## config.mk

```make
export PLATFORM = sky130hd
export DESIGN_NAME = add_serial_param
export DESIGN_NICKNAME = d
export VERILOG_FILES = /design/src/rtl/add_serial_param.sv
export SDC_FILE = /design/constraint.sdc
export NUM_CORES = 1
export LEC_CHECK = 0
export CORE_ASPECT_RATIO = 1.5
export CORE_MARGIN = 2
export CORE_UTILIZATION = 40
export DETAILED_ROUTE_END_ITERATION = 6
export GPL_ROUTABILITY_DRIVEN = 0
export PLACE_DENSITY = 0.68
export SLEW_MARGIN = 10
export SYNTH_ARGS = -nofsm -noshare
export SYNTH_HDL_FRONTEND = slang
export SYNTH_SLANG_ARGS = --single-unit
export TNS_END_PERCENT = 30
```

## constraint.sdc

```tcl
create_clock -name clk -period 1.4 [get_ports clk]
set_clock_uncertainty 0.15 [all_clocks]
set_input_delay 0.14 -clock clk [delete_from_list [all_inputs] [get_ports clk]]
set_output_delay 0.14 -clock clk [all_outputs]
set_load 0.02 [all_outputs]
```

## src/rtl/add_serial_param.sv

```systemverilog
// Digit-serial adder/subtractor: DIGIT bits per cycle, LSB first, start/done handshake.
// Optional saturation of signed overflow is enabled by defining ADD_SERIAL_PARAM_SAT_EN.
module add_serial_param #(
    parameter int WIDTH = 8,
    parameter int DIGIT = 1
) (
    input  logic             clk,
    input  logic             rst,
    input  logic             start,
    input  logic             sub,
    input  logic [WIDTH-1:0] a,
    input  logic [WIDTH-1:0] b,
    output logic             busy,
    output logic             done,
    output logic [WIDTH-1:0] out,
    output logic             cout,
    output logic             ovf
);

    localparam int NSTEP = WIDTH / DIGIT;
    localparam int CW    = (NSTEP > 1) ? $clog2(NSTEP) : 1;

    localparam logic [1:0] ST_IDLE = 2'b00;
    localparam logic [1:0] ST_RUN  = 2'b01;
    localparam logic [1:0] ST_DONE = 2'b10;

    localparam logic [CW-1:0] LAST_STEP = CW'(NSTEP - 1);

    logic [1:0]       state_q, state_d;
    logic [WIDTH-1:0] a_q, a_d;
    logic [WIDTH-1:0] b_q, b_d;
    logic             carry_q, carry_d;
    logic [CW-1:0]    count_q, count_d;
    logic [WIDTH-1:0] out_q, out_d;
    logic             cout_q, cout_d;
    logic             ovf_q, ovf_d;
    logic             busy_q, busy_d;
    logic             done_q, done_d;

    logic [DIGIT:0]       sum_s;
    logic                 msb_cin_s;
    logic                 ovf_s;
    logic [WIDTH+DIGIT-1:0] shift_s;

    // Clamp value for a signed overflow; the wrapped sign bit tells its direction.
    function automatic logic [WIDTH-1:0] sat_value(input logic wrapped_msb);
        logic [WIDTH-1:0] v;
        if (wrapped_msb) begin
            v = {1'b0, {(WIDTH-1){1'b1}}};
        end else begin
            v = {1'b1, {(WIDTH-1){1'b0}}};
        end
        return v;
    endfunction

    // One digit of the ripple sum plus the signed-overflow term of its top bit.
    always_comb begin
        sum_s     = {1'b0, a_q[DIGIT-1:0]} + {1'b0, b_q[DIGIT-1:0]} + {{DIGIT{1'b0}}, carry_q};
        msb_cin_s = sum_s[DIGIT-1] ^ a_q[DIGIT-1] ^ b_q[DIGIT-1];
        ovf_s     = msb_cin_s ^ sum_s[DIGIT];
        shift_s   = {sum_s[DIGIT-1:0], out_q};
    end

    // Next-state and datapath update.
    always_comb begin
        state_d = state_q;
        a_d     = a_q;
        b_d     = b_q;
        carry_d = carry_q;
        count_d = count_q;
        out_d   = out_q;
        cout_d  = cout_q;
        ovf_d   = ovf_q;
        case (state_q)
            ST_IDLE, ST_DONE: begin
                if (start) begin
                    a_d     = a;
                    b_d     = b ^ {WIDTH{sub}};
                    carry_d = sub;
                    count_d = {CW{1'b0}};
                    out_d   = {WIDTH{1'b0}};
                    cout_d  = 1'b0;
                    ovf_d   = 1'b0;
                    state_d = ST_RUN;
                end else begin
                    state_d = ST_IDLE;
                end
            end
            ST_RUN: begin
                out_d   = shift_s[WIDTH+DIGIT-1:DIGIT];
                carry_d = sum_s[DIGIT];
                a_d     = a_q >> DIGIT;
                b_d     = b_q >> DIGIT;
                count_d = count_q + {{(CW-1){1'b0}}, 1'b1};
                if (count_q == LAST_STEP) begin
                    cout_d  = sum_s[DIGIT];
                    ovf_d   = ovf_s;
                    state_d = ST_DONE;
`ifdef ADD_SERIAL_PARAM_SAT_EN
                    if (ovf_s) begin
                        out_d = sat_value(sum_s[DIGIT-1]);
                    end else begin
                        out_d = shift_s[WIDTH+DIGIT-1:DIGIT];
                    end
`endif
                end else begin
                    state_d = ST_RUN;
                end
            end
            default: begin
                state_d = ST_IDLE;
            end
        endcase
        busy_d = (state_d == ST_RUN);
        done_d = (state_d == ST_DONE);
    end

    // State and datapath registers with synchronous reset.
    always_ff @(posedge clk) begin
        if (rst) begin
            state_q <= ST_IDLE;
            a_q     <= {WIDTH{1'b0}};
            b_q     <= {WIDTH{1'b0}};
            carry_q <= 1'b0;
            count_q <= {CW{1'b0}};
            out_q   <= {WIDTH{1'b0}};
            cout_q  <= 1'b0;
            ovf_q   <= 1'b0;
            busy_q  <= 1'b0;
            done_q  <= 1'b0;
        end else begin
            state_q <= state_d;
            a_q     <= a_d;
            b_q     <= b_d;
            carry_q <= carry_d;
            count_q <= count_d;
            out_q   <= out_d;
            cout_q  <= cout_d;
            ovf_q   <= ovf_d;
            busy_q  <= busy_d;
            done_q  <= done_d;
        end
    end

    assign busy = busy_q;
    assign done = done_q;
    assign out  = out_q;
    assign cout = cout_q;
    assign ovf  = ovf_q;

    // sat_value is referenced only in the saturating build.
    logic unused_s;
    assign unused_s = ^sat_value(1'b0);

endmodule

```

==> flow_metrics.py <==
metrics = {
    "global_route": {
        "grt_pass1_wl_microns": 5257,
        "grt_max_degree": 30,
        "grt_pass1_vias": 1216,
        "overflow": 0,
        "antenna_found_initial": 0,
        "grt_usage_pct": 16.72,
    },
    "placement": {
        "place_ws_ns": -0.1256,
        "dp.final_hpwl_microns": 2253,
        "port_buffers": 31,
    },
    "timing": {
        "worst_slack_ns": -0.1278,
        "setup-violations-final": 1,
        "maxSlewHeadroom_pct": 81.54,
        "holdWs_ns": 0.2458,
        "tightest_slew_ns": 0.2760,
        "rsz0062_at_grt": "true",
        "drv_slew": 0,
        "min_period_ns": 1.528,
        "timing.fmax_mhz": 654.5,
        "fin_crit_sh_pct": 109.1,
        "finalHoldViolCount": 0,
    },
    "hold_path": {
        "min_path_type": "in -> reg",
    },
    "setup_path": {
        "end_kind": "flip-flop",
        "crit_path_max_fanout": 2,
        "crit_type": "reg -> reg",
        "crit_arrival_ns": 1.58,
        "cp.required_ns": 1.45,
        "cp-start-kind": "flip-flop",
    },
    "floorplan": {
        "start_util_pct": 41.70,
        "die_y_microns": 79.54,
        "pin_count": 32,
        "fp-row-count": 27,
        "die_area_sq_um": 4323,
        "die_w_microns": 54.36,
        "core-area_sq_um": 3649,
    },
    "synthesis": {
        "syn-num-nets": 186,
        "ys_warn_count": 0,
        "ys_async_sr_fraction_pct": 0,
        "synth_edf_count": 0,
        "syn_inst": 163,
        "synth_top_flop_cell": "dfxtp_1",
        "synth-seq-cells": 34,
        "synth_cell_types": 25,
        "syn_avg_cell_area_sq_um": 9.334,
        "ys_seq_area_share_pct": 44.74,
        "syn_area_sq_um": 1521,
    },
    "finish": {
        "final_core_util_pct": 56.72,
        "diodes": 0,
        "fin_nets": 225,
        "layout_commonest_cell": "dfxtp_1",
        "mostFrequentLayoutCells": "32 x dfxtp_1, 29 x nand3_1, 27 x a21oi_1",
        "synthToLayoutAreaGrowth_pct": 36.02,
        "drive_above_1_share_pct": 20.20,
        "fillers": 328,
    },
    "detailed_routing": {
        "drc": 0,
        "vias_per_cell": 5.297,
        "drt.antenna.violating_nets": 0,
        "route.vias.total": 1303,
        "post_drt_wl_per_cell_microns": 12.69,
        "firstDrtPassIters": 4,
        "first_iter_violations": 29,
        "routed_wl_microns": 3121,
    },
    "clock_network": {
        "cts_tree": "built",
        "cts.clk_slew.worst_paths_ns": 0.07,
        "cts_root_buf": "clkbuf_8",
        "clock_path_buffers": 2,
        "cts_made_buffers": 5,
        "post-cts-setup-buffer-count": 0,
        "clock_latency_ns": 0.29,
        "cts.htree.levels": 2,
        "numClockSinks": 34,
    },
    "status": {
        "status": "finished with violations",
        "violations": "setup timing",
    },
    "pwr": {
        "power_density_nw_per_um2": 1115,
        "irDropWorstVdd_mv": 0.8564,
        "power.leakage_nw": 0.8047,
    },
    "run": {
        "drv_cap": 0,
    },
}
-- repair_timing --
action / 4_1_cts / 5_1_grt
pin swaps: 1 / 0
hold buffers: 0 / 0
endpoints found under the setup margin: 16 / 5
gates resized for setup: 13 / 2
hold endpoints to repair: 0 / 0
-- layout make-up --
cell class,count,area [sq um],share of cell area [%]
Clock buffer,5,68.82,3.325
Clock inverter,3,40.04,1.935
Multi-Input combinational cell,113,738.2,35.67
Sequential cell,34,683.2,33.01
Tap cell,43,53.80,2.600
Timing Repair Buffer,48,485.5,23.46
-- cell families after synthesis --
family,Yosys count,synth area share (%)
AO/OA/AOI/OAI,47,22.20
adder cells (fa/ha/maj),3,2.960
AND/OR/NAND/NOR,52,16.69
flip-flops,34,44.74
XOR/XNOR,11,6.333
buffers and inverters,16,7.072
-- metal layers --
| layer | wire length (microns) | part of all wire, % | vias to the layer above | global-route usage [%] |
|---|---|---|---|---|
| met5 | 0 | 0 | - | 0 |
| met4 | 85 | 2.7 | 0 | 9.000 |
| li1 | - | - | 656 | - |
| met3 | 125 | 4.0 | 8 | 4.120 |
| met2 | 1682 | 54 | 27 | 28.55 |
| met1 | 1227 | 39 | 612 | 18.02 |
-- worst max-delay path: stages (launching register included) --
cell and delay (ns):
dfxtp_2 0.34, fa_2 0.58, xnor2_1 0.13, xnor2_1 0.08, o31ai_1 0.17
-- flip-flops by register name (all words and copies together) (netlist names) --
signal,cells
done,1
out,8
carry_q,1
b_q,8
count_q,3
a_q,8
busy,1
ovf,1
cout,1
state_q,2
-- Yosys cell counts, types with 2 or more instances --
cell / count / area [sq um]
a21oi_2: 2 / 17.52
xor2_1: 8 / 70.07
buf_2: 5 / 25.02
a22oi_2: 9 / 112.6
a22oi_1: 6 / 45.04
nand3_1: 29 / 145.1
xnor2_1: 3 / 26.28
clkbuf_1: 4 / 15.01
nand2b_1: 3 / 18.77
ha_1: 2 / 25.02
nor2_1: 4 / 15.01
buf_4: 4 / 30.03
buf_6: 2 / 22.52
a21oi_1: 27 / 135.1
dfxtp_1: 34 / 680.7
nand2_1: 12 / 45.04
-- power by group --
group,total [mW],leakage [nW],internal (mW),switching (mW)
clock,0.878,0.0579,0.523,0.354
combinational,0.383,0.469,0.198,0.185
sequential,1.05,0.278,1.02,0.0299
-- stage by stage --
step | cell area (sq um) | TNS [ns] | total power, mW | instances
after global placement | 1969 | -1.251 | 1.444 | 238
after floorplan | 1523 | -0.07070 | 1.302 | 163
final | 2069 | -0.1278 | 2.307 | 246
after global routing | 2069 | -0.2802 | 2.413 | 246
after CTS | 2066 | -0.1632 | 2.328 | 246
after detailed placement | 1969 | -1.759 | 1.456 | 238
-- worst paths after layout --
kind / from / to / slack [ns] / cells after the start
hold / removal: a[7] / a_q[7] / 0.25 / 3
hold reg to reg: out[7] / out[6] / 0.31 / 2
setup / recovery: b_q[0] / ovf / -0.13 / 4
setup reg to reg: b_q[0] / ovf / -0.13 / 4
Power figures use the tool's default switching activity.
